==> src/rtl/atm_pkg.sv <==
// Shared types and constants for the cash dispenser: controller states,
// note denomination codes, error codes and denomination arithmetic helpers.
package atm_pkg;

   typedef enum logic [2:0] {
      IDLE,
      PLAN,
      DISPENSE,
      DONE,
      ERROR
   } state_t;

   localparam logic [1:0] DENOM_10  = 2'd0;
   localparam logic [1:0] DENOM_20  = 2'd1;
   localparam logic [1:0] DENOM_50  = 2'd2;
   localparam logic [1:0] DENOM_100 = 2'd3;

   localparam logic [1:0] ERR_NONE     = 2'd0;
   localparam logic [1:0] ERR_NOT_MULT = 2'd1;
   localparam logic [1:0] ERR_NO_NOTES = 2'd2;
   localparam logic [1:0] ERR_TIMEOUT  = 2'd3;

   function automatic logic [9:0] denom_value(input logic [1:0] d);
      case (d)
         DENOM_100: return 10'd100;
         DENOM_50:  return 10'd50;
         DENOM_20:  return 10'd20;
         default:   return 10'd10;
      endcase
   endfunction

   // Constant divisors per denomination keep the planner free of a generic divider.
   function automatic logic [9:0] notes_needed(input logic [9:0] amount, input logic [1:0] d);
      case (d)
         DENOM_100: return amount / 10'd100;
         DENOM_50:  return amount / 10'd50;
         DENOM_20:  return amount / 10'd20;
         default:   return amount / 10'd10;
      endcase
   endfunction

endpackage

==> src/rtl/cash_dispenser_if.sv <==
// Request/slot signal bundle between the ATM controller (master) and the dispenser (slave).
interface cash_dispenser_if;

   logic       cash_valid;
   logic [9:0] cash_amount;
   logic       note_taken;
   logic       refill;
   logic       busy;
   logic       note_valid;
   logic [1:0] note_denom;
   logic       dispense_done;
   logic       dispense_error;
   logic [1:0] err_code;
   logic [9:0] dispensed_amount;
   logic [31:0] notes_left;

   modport master (
      output cash_valid, cash_amount, note_taken, refill,
      input  busy, note_valid, note_denom, dispense_done, dispense_error,
             err_code, dispensed_amount, notes_left
   );

   modport slave (
      input  cash_valid, cash_amount, note_taken, refill,
      output busy, note_valid, note_denom, dispense_done, dispense_error,
             err_code, dispensed_amount, notes_left
   );

endinterface

==> src/rtl/note_inventory.sv <==
// Four 8-bit note counters (index = denomination code) with a bulk refill
// load and a single-note decrement per cycle.
module note_inventory
   import atm_pkg::*;
#(
   parameter int INIT_NOTES = 20
) (
   input  logic        clk,
   input  logic        rst,
   input  logic        load,
   input  logic        dec_en,
   input  logic [1:0]  dec_denom,
   output logic [31:0] counts
);

   logic [3:0][7:0] count_q, count_d;

   always_comb begin
      count_d = count_q;
      if (load) begin
         for (int i = 0; i < 4; i++) count_d[i] = 8'(INIT_NOTES);
      end else if (dec_en) begin
         count_d[dec_denom] = count_q[dec_denom] - 8'd1;
      end
   end

   always_ff @(posedge clk) begin
      if (rst) count_q <= {4{8'(INIT_NOTES)}};
      else     count_q <= count_d;
   end

   assign counts = count_q;

endmodule

==> src/rtl/cash_dispenser.sv <==
// Cash dispenser controller: plans a payout largest-denomination-first, then
// presents notes one at a time until all are collected or one times out.
module cash_dispenser
   import atm_pkg::*;
#(
   parameter int INIT_NOTES  = 20,
   parameter int TIMEOUT_CYC = 1000
) (
   input logic             clk,
   input logic             rst,
   cash_dispenser_if.slave bus
);

   localparam int TW = $clog2(TIMEOUT_CYC + 1);

   state_t          state_q, state_d;
   logic [9:0]      rem_q, rem_d;
   logic [3:0][7:0] plan_q, plan_d;
   logic [1:0]      idx_q, idx_d;
   logic [TW-1:0]   timer_q, timer_d;
   logic            note_valid_q, note_valid_d;
   logic [1:0]      denom_q, denom_d;
   logic            done_q, done_d;
   logic            error_q, error_d;
   logic [1:0]      err_code_q, err_code_d;
   logic [9:0]      paid_q, paid_d;
   logic            busy_q;

   logic [31:0]     inv_flat;
   logic [3:0][7:0] inv;
   logic            inv_load, inv_dec;
   logic [9:0]      quota;
   logic [7:0]      planned;

   note_inventory #(.INIT_NOTES(INIT_NOTES)) u_inventory (
      .clk       (clk),
      .rst       (rst),
      .load      (inv_load),
      .dec_en    (inv_dec),
      .dec_denom (denom_q),
      .counts    (inv_flat)
   );

   assign inv     = inv_flat;
   assign quota   = notes_needed(rem_q, idx_q);
   assign planned = ({2'b00, inv[idx_q]} < quota) ? inv[idx_q] : quota[7:0];

   always_comb begin
      state_d      = state_q;
      rem_d        = rem_q;
      plan_d       = plan_q;
      idx_d        = idx_q;
      timer_d      = timer_q;
      note_valid_d = note_valid_q;
      denom_d      = denom_q;
      done_d       = 1'b0;
      error_d      = 1'b0;
      err_code_d   = err_code_q;
      paid_d       = paid_q;
      inv_load     = 1'b0;
      inv_dec      = 1'b0;

      case (state_q)
         IDLE: begin
            if (bus.refill) begin
               inv_load = 1'b1;
            end else if (bus.cash_valid && bus.cash_amount != 10'd0) begin
               rem_d      = bus.cash_amount;
               paid_d     = 10'd0;
               plan_d     = '0;
               idx_d      = DENOM_100;
               err_code_d = ERR_NONE;
               if (bus.cash_amount % 10'd10 != 10'd0) begin
                  state_d    = ERROR;
                  error_d    = 1'b1;
                  err_code_d = ERR_NOT_MULT;
               end else begin
                  state_d = PLAN;
               end
            end
         end

         PLAN: begin
            plan_d[idx_q] = planned;
            rem_d = rem_q - ({2'b00, planned} * denom_value(idx_q));
            if (idx_q == DENOM_10) begin
               // Any leftover means the payout cannot be made exactly; nothing is issued.
               if (rem_d != 10'd0) begin
                  state_d    = ERROR;
                  error_d    = 1'b1;
                  err_code_d = ERR_NO_NOTES;
               end else begin
                  state_d = DISPENSE;
               end
            end else begin
               idx_d = idx_q - 2'd1;
            end
         end

         DISPENSE: begin
            if (!note_valid_q) begin
               for (int i = 0; i < 4; i++) begin
                  if (plan_q[i] != 8'd0) denom_d = 2'(i);
               end
               note_valid_d = 1'b1;
               timer_d      = '0;
            end else if (bus.note_taken) begin
               inv_dec         = 1'b1;
               plan_d[denom_q] = plan_q[denom_q] - 8'd1;
               paid_d          = paid_q + denom_value(denom_q);
               note_valid_d    = 1'b0;
               if (plan_d == '0) begin
                  state_d = DONE;
                  done_d  = 1'b1;
               end
            end else if (timer_q == TW'(TIMEOUT_CYC - 1)) begin
               // Uncollected note is retracted into the reject bin, so it leaves inventory.
               inv_dec      = 1'b1;
               note_valid_d = 1'b0;
               plan_d       = '0;
               state_d      = ERROR;
               error_d      = 1'b1;
               err_code_d   = ERR_TIMEOUT;
            end else begin
               timer_d = timer_q + TW'(1);
            end
         end

         DONE:    state_d = IDLE;
         ERROR:   state_d = IDLE;
         default: state_d = IDLE;
      endcase
   end

   always_ff @(posedge clk) begin
      if (rst) begin
         state_q      <= IDLE;
         rem_q        <= '0;
         plan_q       <= '0;
         idx_q        <= '0;
         timer_q      <= '0;
         note_valid_q <= 1'b0;
         denom_q      <= '0;
         done_q       <= 1'b0;
         error_q      <= 1'b0;
         err_code_q   <= ERR_NONE;
         paid_q       <= '0;
         busy_q       <= 1'b0;
      end else begin
         state_q      <= state_d;
         rem_q        <= rem_d;
         plan_q       <= plan_d;
         idx_q        <= idx_d;
         timer_q      <= timer_d;
         note_valid_q <= note_valid_d;
         denom_q      <= denom_d;
         done_q       <= done_d;
         error_q      <= error_d;
         err_code_q   <= err_code_d;
         paid_q       <= paid_d;
         busy_q       <= (state_d != IDLE);
      end
   end

   assign bus.busy             = busy_q;
   assign bus.note_valid       = note_valid_q;
   assign bus.note_denom       = denom_q;
   assign bus.dispense_done    = done_q;
   assign bus.dispense_error   = error_q;
   assign bus.err_code         = err_code_q;
   assign bus.dispensed_amount = paid_q;
   assign bus.notes_left       = inv_flat;

endmodule

==> src/flat_wrapper.sv <==
// flat-port wrapper written by rule: the top's interface ports become plain ports
module cash_dispenser_flat import atm_pkg::*;
#(
   parameter int INIT_NOTES  = 20,
   parameter int TIMEOUT_CYC = 1000
)
  (clk, rst, bus_cash_valid, bus_cash_amount, bus_note_taken, bus_refill, bus_busy, bus_note_valid, bus_note_denom, bus_dispense_done, bus_dispense_error, bus_err_code, bus_dispensed_amount, bus_notes_left);
  cash_dispenser_if bus_i ();
  input logic clk;
  input logic rst;
  input wire logic [$bits(bus_i.cash_valid)-1:0] bus_cash_valid;
  input wire logic [$bits(bus_i.cash_amount)-1:0] bus_cash_amount;
  input wire logic [$bits(bus_i.note_taken)-1:0] bus_note_taken;
  input wire logic [$bits(bus_i.refill)-1:0] bus_refill;
  output wire logic [$bits(bus_i.busy)-1:0] bus_busy;
  output wire logic [$bits(bus_i.note_valid)-1:0] bus_note_valid;
  output wire logic [$bits(bus_i.note_denom)-1:0] bus_note_denom;
  output wire logic [$bits(bus_i.dispense_done)-1:0] bus_dispense_done;
  output wire logic [$bits(bus_i.dispense_error)-1:0] bus_dispense_error;
  output wire logic [$bits(bus_i.err_code)-1:0] bus_err_code;
  output wire logic [$bits(bus_i.dispensed_amount)-1:0] bus_dispensed_amount;
  output wire logic [$bits(bus_i.notes_left)-1:0] bus_notes_left;
  assign bus_i.cash_valid = bus_cash_valid;
  assign bus_i.cash_amount = bus_cash_amount;
  assign bus_i.note_taken = bus_note_taken;
  assign bus_i.refill = bus_refill;
  assign bus_busy = bus_i.busy;
  assign bus_note_valid = bus_i.note_valid;
  assign bus_note_denom = bus_i.note_denom;
  assign bus_dispense_done = bus_i.dispense_done;
  assign bus_dispense_error = bus_i.dispense_error;
  assign bus_err_code = bus_i.err_code;
  assign bus_dispensed_amount = bus_i.dispensed_amount;
  assign bus_notes_left = bus_i.notes_left;
  cash_dispenser #(.INIT_NOTES(INIT_NOTES), .TIMEOUT_CYC(TIMEOUT_CYC)) u_core (.clk(clk), .rst(rst), .bus(bus_i));
endmodule
==> config.mk <==
export PLATFORM = sky130hd
export DESIGN_NAME = cash_dispenser_flat
export DESIGN_NICKNAME = d
export VERILOG_FILES = /design/src/rtl/atm_pkg.sv /design/src/rtl/cash_dispenser_if.sv /design/src/rtl/note_inventory.sv /design/src/rtl/cash_dispenser.sv /design/src/flat_wrapper.sv
export SDC_FILE = /design/constraint.sdc
export NUM_CORES = 1
export LEC_CHECK = 0
export BUFFER_PORTS_ARGS = -buffer_cell sky130_fd_sc_hd__buf_4
export CAP_MARGIN = 10
export CORE_UTILIZATION = 57
export CTS_BUF_LIST = sky130_fd_sc_hd__clkbuf_8 sky130_fd_sc_hd__clkbuf_16
export DETAILED_ROUTE_END_ITERATION = 6
export PLACE_DENSITY_LB_ADDON = 0.08
export SYNTH_ARGS = -nofsm -noshare
export SYNTH_HDL_FRONTEND = slang
export SYNTH_SLANG_ARGS = --single-unit
==> constraint.sdc <==
create_clock -name clk -period 20.9 [get_ports clk]
set_clock_uncertainty 0.05 [all_clocks]
set_input_delay 4.18 -clock clk [delete_from_list [all_inputs] [get_ports clk]]
set_output_delay 4.18 -clock clk [all_outputs]
set_load 0.02 [all_outputs]
Word level (Yosys, flattened, before mapping):

Index checks and enable logic that the tools add are counted.

* $add $sub $neg: 6
* multipliers: 1
* divide/modulo/power cells: 5
* $lt $le $gt $ge: 5
* equal/unequal tests: 21
* multiplexer cells: 83
* bitwise logic cells: 3
* reductions and logical operators: 27

Operators by type and width (count)
* $mux W32: 5
* $mux W10: 13
* $bwmux W32: 3
* $pmux W32 S3: 1
* $bmux W8 S2: 3
* $mux W8: 6
* $pmux W7 S3: 2
* $pmux W10 S2: 2
* $demux W8 S2: 2
* $logic_not A32 Y1: 1
* $reduce_bool A8 Y1: 4
* $pmux W10 S3: 1
* $reduce_bool A10 Y1: 3
* $mux W2: 14
* $mux W3: 9
* $mux W1: 18
* $sub A8 B1 Y8 const B: 2
* $ne A2 B2 Y1 const B: 6
* $add A10 B1 Y10 const B: 1
* $add A10 B10 Y10: 1
* $div A10 B4 Y10 const B: 1
* $div A10 B5 Y10 const B: 1
* $div A10 B6 Y10 const B: 1
* $div A10 B7 Y10 const B: 1
* 31 further kinds: 50

* bits in registers: 107
* bits of input ports: 15
* output and inout port bits: 50
* logic and storage cells: 170

Logic depth before layout (Yosys ltp):

Gate-level depths: netlist (run 1).

* word-level depth: 11
* gate-level depth with buffers: 94
* mapped depth without buffers: 89

By module:

Synthesis (run 1) repeated with hierarchy kept, for this count alone.

* cells, all modules: 1328
* area total of the unflattened synthesis: 10533.9 um2

By module, submodules not included
* cash_dispenser: instances 1, cells each 1184, area an instance 9098.7 um2, seq. area each 1481.4 um2
* note_inventory: instances 1, cells each 144, area an instance 1435.1 um2, seq. area each 640.6 um2

Worst setup path before layout (run 1):

No wires, ideal clock.

* path type: flip-flop to flip-flop
* start: register u_core.idx_q[0]
* end: register u_core.error_q (netlist: u_core.bus.dispense_error)
* setup time: 0.119 ns
* arrival: 19.373 ns
* data required time: 20.731 ns
* setup slack: 1.358 ns
* cell stages (with the launch flop): 87
* path buffers: 5
* period minus slack after synthesis: 19.542 ns
* cell sequence: dfxtp_1 -> clkbuf_1 -> inv_1 -> ha_1 -> clkbuf_1 -> nor2_1 -> ha_1 -> nand4b_1 -> nor3_1 -> a311oi_1 -> ha_1 -> nand4b_1 -> or4_4 -> and2_4 -> buf_6 -> a22oi_1 -> inv_1 -> ha_1 -> [51 not listed] -> nand2_1 -> fa_1 -> fa_1 -> inv_1 -> ha_1 -> fa_1 -> inv_1 -> ha_1 -> nand2_1 -> o21ai_0 -> a31oi_1 -> xnor2_1 -> nor3_1 -> a2111oi_0 -> xor3_1 -> or4_1 -> a21oi_1 -> nor2b_1

* cells in the longest elaborated chain, start to end: 10
* elaborated cells between the ends (all ways): 17
* those cells by class: add/sub: 1; mul: 1; order compare: 1; eq/ne: 3; mux: 9; reduce/logical: 2

RTL lines
* from (decl): RTL line cash_dispenser.sv:19 `logic [1:0] idx_q, idx_d;`
* from (signal assigned): RTL line cash_dispenser.sv:153 `idx_q <= idx_d;`
* $eq A2 B1 Y1, or another cell as far along: RTL line atm_pkg.sv:24, atm_pkg.sv:34
* $pmux W10 S3 / $mux W8 (equally long branches): RTL line atm_pkg.sv:34, cash_dispenser.sv:46
* $lt A8 B10 Y1: RTL line cash_dispenser.sv:46 `assign planned = ({2'b00, inv[idx_q]} < quota) ? inv[idx_q] : quota[7:0];`
* $mux W8: RTL line cash_dispenser.sv:46
* $mul A8 B10 Y10: RTL line cash_dispenser.sv:85 `rem_d = rem_q - ({2'b00, planned} * denom_value(idx_q));`
* $sub A10 B10 Y10: RTL line cash_dispenser.sv:85
* $reduce_bool A10 Y1: RTL line cash_dispenser.sv:88 `if (rem_d != 10'd0) begin`
* $mux W1: RTL line cash_dispenser.sv:88
* $mux W1 *: RTL line cash_dispenser.sv:86 `if (idx_q == DENOM_10) begin`
* $pmux W1 S3 *: RTL line cash_dispenser.sv:63 `case (state_q)`
* to (signal assigned): RTL line cash_dispenser.sv:158 `error_q <= error_d;`
* to (decl): RTL line cash_dispenser.sv:24 `logic error_q, error_d;`

Every way passes the cells marked *; elsewhere a longest branch is shown, timed or not. The select of a mux whose other input is x is not followed.
A chain may end at the register's enable or synchronous reset.

Worst setup path in the final report (run 1):

* start: register u_core.idx_q[1]
* end: register u_core.state_q[2]

* cells in the longest elaborated chain, start to end: 10
* elaborated cells between the ends (all ways): 17
* those cells by class: add/sub: 1; mul: 1; order compare: 1; eq/ne: 3; mux: 9; reduce/logical: 2

RTL lines
* $eq A2 B1 Y1, or another cell as far along: RTL line atm_pkg.sv:24, atm_pkg.sv:34
* $pmux W10 S3 / $mux W8 (equally long branches): RTL line atm_pkg.sv:34, cash_dispenser.sv:46
* $lt A8 B10 Y1: RTL line cash_dispenser.sv:46
* $mux W8: RTL line cash_dispenser.sv:46
* $mul A8 B10 Y10: RTL line cash_dispenser.sv:85
* $sub A10 B10 Y10: RTL line cash_dispenser.sv:85
* $reduce_bool A10 Y1: RTL line cash_dispenser.sv:88
* $mux W3: RTL line cash_dispenser.sv:88
* $mux W3 *: RTL line cash_dispenser.sv:86
* $pmux W3 S3 *: RTL line cash_dispenser.sv:63
* to (signal assigned): RTL line cash_dispenser.sv:150 `state_q <= state_d;`
* to (decl): RTL line cash_dispenser.sv:16 `state_t state_q, state_d;`

Marks and branches as above.

==> metrics.yaml, run 1 <==
min_period_ns: 19.74
initial_core_util: 0.5810
grt_max_degree: 56
rrSetupSlack_ns: 1.16
status: "completed"
synth_top_area_frac: 0.2033
tns_ns: 0
drt_first_iter_violations: 870
synth_async_sr_flop_share: 0
grt_first_pass_wirelength_um: 48350
antenna_cells: 0
hold_depth: 2
critPathMaxStageDelay_ns: 0.59
top_layer: "met4"
syn_area_per_cell_um2: 7.895
cts-root-buf: "clkbuf_16"
synth_ff_type: "dfxtp_1"
drive_gt1_frac: 0.1282
grt_use_total: 0.3331
cts_made_buffers: 9
drc: 0
syn-num-nets: 1456
netlist_instances: 1322
grt_pass1_vias: 9037
io_buffers: 63
crit_top_cell: "ha_1"
crit_type: "reg2reg"
postCtsHoldBufs: 0
timing.rr.end: "u_core.state_q[2]"
synth_edf_count: 0
cts_max_level: 3
wl_met1_um: 13650
min_path_type: "reg2reg"
wire_per_inst_um: 19.67
finalMaxSlewViolations: 0
yosysWarnings: 0
clk_transition_reported_paths_ns: 0.08
wl_met3_um: 2852
die_h_um: 137.3
cp-start-kind: "register"
worstPathRequired_ns: 21.10
coreArea_mm2: 0.01796
min_from: "u_core.bus.err_code[0]"
clkLatencyLatePin_ns: 0.37
postCtsSetupBuffers: 0
cp_slowest_cell: "nor2b_1"
reg2reg_from: "u_core.idx_q[1]"
setup_viol: 0
fmax_mhz: 50.67
synth.most_common_cell: "nor2_1"
yosysSeqAreaShare: 0.2033
viasPerCell: 6.447
yosysTopAreaCell: "dfxtp_1"
fillers: 1647
synth_area_leaders: "dfxtp_1 (20%), ha_1 (11%), nor2_1 (6.4%)"
yosysUniqueCellTypes: 78
arrival_ns: 19.94
gp_congestion: 0.9645
ioPinCount: 65
cts_buffer_depth: 2
fp.dieW_um: 137.3
antenna_found_initial: 1
drt-total-wl_um: 30910
ys_ff_latch: 106
dpl.hpwl_um: 22950
num-nets-final: 1471
dr_wl_met2_um: 13770
r2r_cells: 84
detail-route-antenna-nets: 0
yosys-top-cells-count: "nor2_1 (177), dfxtp_1 (106), nand2_1 (103)"
ctsResizeCount: 0
die_area_mm2: 0.01886
hold_viol: 0
syn_to_final_growth_pct: 9.986
cap_viol_max_count: 0
num_rows: 49
relSlewSlack: 0.1838
overflow: 0
hold_end: "u_core.bus.err_code[0]"
firstDrtPassIters: 6
cts_tree: "done"
clock_sinks: 106
fin_crit_sh: 0.9443
rsz0062_at_grt: "no"
mappedNetlistArea_mm2: 0.01044
cp_max_fo: 14
end_kind: "register"
via_count: 10129
worst_pin_slew_ns: 1.220
-- area by class of cell --
cell class                 count  area, um2  area share
sequential                   106       2122      0.1848
tap                          229      286.5     0.02496
timing repair buffer          81      608.1     0.05297
inverter                      71      266.5     0.02322
multi-input combinational   1068       7879      0.6863
clock inverter                 7      92.59    0.008065
clock buffer                   9      225.2     0.01962
-- worst max-delay path by stage --
| stage | start | to | slack (ns) |
|---|---|---|---|
| 2_1_floorplan | u_core.idx_q[0] | u_core.bus.dispense_error | 1.36 |
| 5_1_grt | u_core.idx_q[1] | u_core.state_q[2] | 0.04 |
| 6_report | u_core.idx_q[1] | u_core.state_q[2] | 1.16 |
| 3_5_place_dp | u_core.idx_q[0] | u_core.state_q[2] | 0.77 |
| 4_1_cts | u_core.idx_q[0] | u_core.state_q[2] | 0.70 |
| 3_3_place_gp | u_core.idx_q[1] | u_core.bus.dispense_error | 1.29 |
-- sequential cells by signal, indices dropped and copies added, names as in the netlist --
register	count
u_core.bus.dispense_error	1
u_core.idx_q	2
u_core.state_q	3
u_core.bus.busy	1
u_core.bus.note_denom	2
u_core.bus.note_valid	1
u_core.bus.err_code	2
u_core.u_inventory.counts	32
u_core.bus.dispensed_amount	9
u_core.plan_q	32
u_core.rem_q	10
u_core.timer_q	10
u_core.bus.dispense_done	1
-- cell usage in the layout, fill, tap and decap left out, types with 9 or more instances in the layout --
master,n
a211oi_1,48
a21o_1,18
a21oi_1,73
a22oi_1,15
a31oi_1,9
and2_1,15
buf_4,81
clkbuf_16,9
dfxtp_1,106
fa_1,24
ha_1,95
inv_1,67
mux2i_1,25
mux4_2,24
nand2_1,103
nand2b_1,19
nand3_1,21
nor2_1,176
nor2b_1,18
nor3_1,46
o21a_1,18
o21ai_0,59
o21ai_1,17
o22ai_1,13
o31ai_1,10
or2_2,11
or3_1,12
or4_1,11
xnor2_1,36
xor2_1,17
-- per-layer routing --
metal / vias up / track usage
met4: 0 / 0.1032
li1: 4842 / -
met2: 437 / 0.5247
met3: 58 / 0.06402
met1: 4792 / 0.4582
met5: - / 0
-- critical path: cells and delay by family, from the launching register on --
family / cells / cell delay [ns]
mux: 2 / 0.30
simple gates: 21 / 4.78
xor+xnor: 2 / 0.48
fa+ha+maj: 14 / 4.85
flops: 1 / 0.30
buf+inv: 11 / 1.42
compound gates: 34 / 7.39
-- logic make-up after synthesis --
logic type / Yosys count / synth area share
muxes: 57 / 0.08463
DFF: 106 / 0.2033
other: 1 / 0.0003593
and+or+nand+nor: 476 / 0.2158
xor gates and xnor gates: 55 / 0.04759
buffers and inverters: 148 / 0.05430
AOI/OAI and AO/OA: 360 / 0.2341
adders and majority gates: 119 / 0.1599
-- through the flow --
stage,cells,hold WS (ns),worst slack [ns],instance area [um2],util
3_5_place_dp,1555,0.4288,0.7669,11050,0.6151
2_1_floorplan,1322,0.4081,1.358,10440,-
3_3_place_gp,1555,0.4265,1.291,11050,0.6151
4_1_cts,1571,0.4470,0.7022,11370,0.6328
6_report,1571,0.4460,1.164,11480,0.6391
5_1_grt,1571,0.4603,0.03618,11480,0.6391
Power of run 1 is not shown: default switching activity piles up to over one toggle a cycle in this logic, so the estimate is an artifact.
==> run 2: changes to the inputs <==
Settings changed: ABC_CLOCK_PERIOD_IN_PS from default to 20900, BUFFER_PORTS_ARGS -buffer_cell sky130_fd_sc_hd__buf_4 to -buffer_cell sky130_fd_sc_hd__buf_2.
==> metrics.yaml, run 2 (same netlist as run 1, synthesis figures left out) <==
final_cell_mix: "nor2_1 (177), dfxtp_1 (106), nand2_1 (103)"  # was nor2_1 (176), dfxtp_1 (106), nand2_1 (103)
finalMaxSlewViolations: 0  # unchanged
crit_type: "reg2reg"  # unchanged
coreArea_mm2: 0.01796  # unchanged
num_rows: 49  # unchanged
die_h_um: 137.3  # unchanged
clkLatencyLatePin_ns: 0.37  # about the same
ioPinCount: 65  # unchanged
overflow: 0  # unchanged
syn_to_final_growth_pct: 8.427  # was 9.986%
cts-root-buf: "clkbuf_16"  # unchanged
gp_congestion: 0.9553  # was 0.9645
num-nets-final: 1476  # was 1471
antenna_found_initial: 0  # was 1
drt_first_iter_violations: 889  # was 870
initial_core_util: 0.5810  # unchanged
end_kind: "register"  # unchanged
hold_viol: 0  # unchanged
multi_input_area_mm2: 0.007865  # was 0.007879 mm2
grt_use_total: 0.3313  # was 0.3331
tns_ns: 0  # unchanged
io_buffers: 63  # unchanged
cap_viol_max_count: 0  # unchanged
final_common_cell: "nor2_1"  # unchanged
grt_max_degree: 56  # unchanged
worstPathRequired_ns: 21.10  # about the same
firstDrtPassIters: 7  # was 6
cts_buffer_depth: 2  # unchanged
fillers: 1654  # was 1647
grt_pass1_vias: 9152  # was 9037
critPathMaxStageDelay_ns: 0.60  # was 0.59 ns
cts_max_level: 3  # unchanged
drt-total-wl_um: 30380  # was 30910 um
drc: 0  # unchanged
cp_slowest_cell: "or4_1"  # was nor2b_1
cts_made_buffers: 9  # unchanged
rsz0062_at_grt: "no"  # unchanged
min_period_ns: 19.46  # was 19.74 ns
relSlewSlack: 0.2556  # was 0.1838
fp.dieW_um: 137.3  # unchanged
viasPerCell: 6.343  # was 6.447
fmax_mhz: 51.40  # was 50.67 MHz
antenna_cells: 0  # unchanged
drive_gt1_frac: 0.1314  # was 0.1282
cts_tree: "done"  # unchanged
instances_no_fill: 1576  # was 1571
die_area_mm2: 0.01886  # unchanged
detail-route-antenna-nets: 0  # unchanged
status: "completed"  # unchanged
via_count: 9997  # was 10129
seq_area_mm2: 0.002122  # unchanged
clk_transition_reported_paths_ns: 0.08  # about the same
cp_max_fo: 13  # was 14
dp_cells: 1558  # was 1555
crit_top_cell: "ha_1"  # unchanged
wire_per_inst_um: 19.28  # was 19.67 um
min_path_type: "reg2reg"  # unchanged
dpl.hpwl_um: 22760  # was 22950 um
grt_first_pass_wirelength_um: 48380  # was 48350 um
worst_pin_slew_ns: 1.107  # was 1.220 ns
setup_viol: 0  # unchanged
cp-start-kind: "register"  # unchanged
arrival_ns: 19.66  # was 19.94 ns
clock_sinks: 106  # unchanged
fin_crit_sh: 0.9309  # was 0.9443
run 2: cell count changes in the layout (fill, tap and decap cells not counted), sizes merged:
cell	previous run	this run
clkinv	4	3
bufinv	1	0
clkinvlp	0	2
buf	81	86
run 2: final timing paths:
path	slack, ns	depth (start not counted)	start	end
max	1.44	82	u_core.idx_q[1]	u_core.bus.dispense_error
min reg2reg	0.44	2	u_core.bus.err_code[1]	u_core.bus.err_code[1]
min	0.44	2	u_core.bus.err_code[1]	u_core.bus.err_code[1]
max reg2reg	1.44	82	u_core.idx_q[1]	u_core.bus.dispense_error
run 2: per-layer routing:
layer	global-route usage	routed length, um
met3	0.06733	2581
met5	0	0
met4	0.08364	556
met1	0.4651	13950
met2	0.5160	13290
run 2: per-stage QoR:
step           setup slack, ns    util  hold WS (ns)  cell area, um2
2_1_floorplan            1.358       -        0.4081           10440
3_3_place_gp             1.072  0.6076        0.4191           10910
3_5_place_dp            0.4707  0.6076        0.4176           10910
4_1_cts                 0.4023  0.6235        0.4335           11200
5_1_grt                0.04515  0.6300        0.4406           11320
6_report                 1.444  0.6300        0.4350           11320
run 2: cell type report:
class	instances	area share
multi-input cells	1068	0.6950
clock inverters	7	0.005307
well taps	229	0.02532
flip-flops and latches	106	0.1875
repair buffers	86	0.04345
inverters	71	0.02355
clock buffers	9	0.01990
run 2: timing repair:
action	CTS	global route
endpoints found under the setup margin	0	6
gates resized for setup	0	21
buffers inserted	0	1
hold buffers	0	0
run 2: critical path: cells and delay by family (launching register included):
kind	cells	cell delay [ns]
DFF	1	0.36
and+or+nand+nor	22	4.60
xor gates and xnor gates	2	0.59
AOI/OAI and AO/OA	33	6.84
muxes	2	0.59
buffers and inverters	8	0.82
adders and majority gates	15	5.47
Power of run 2 is left out for the same reason.
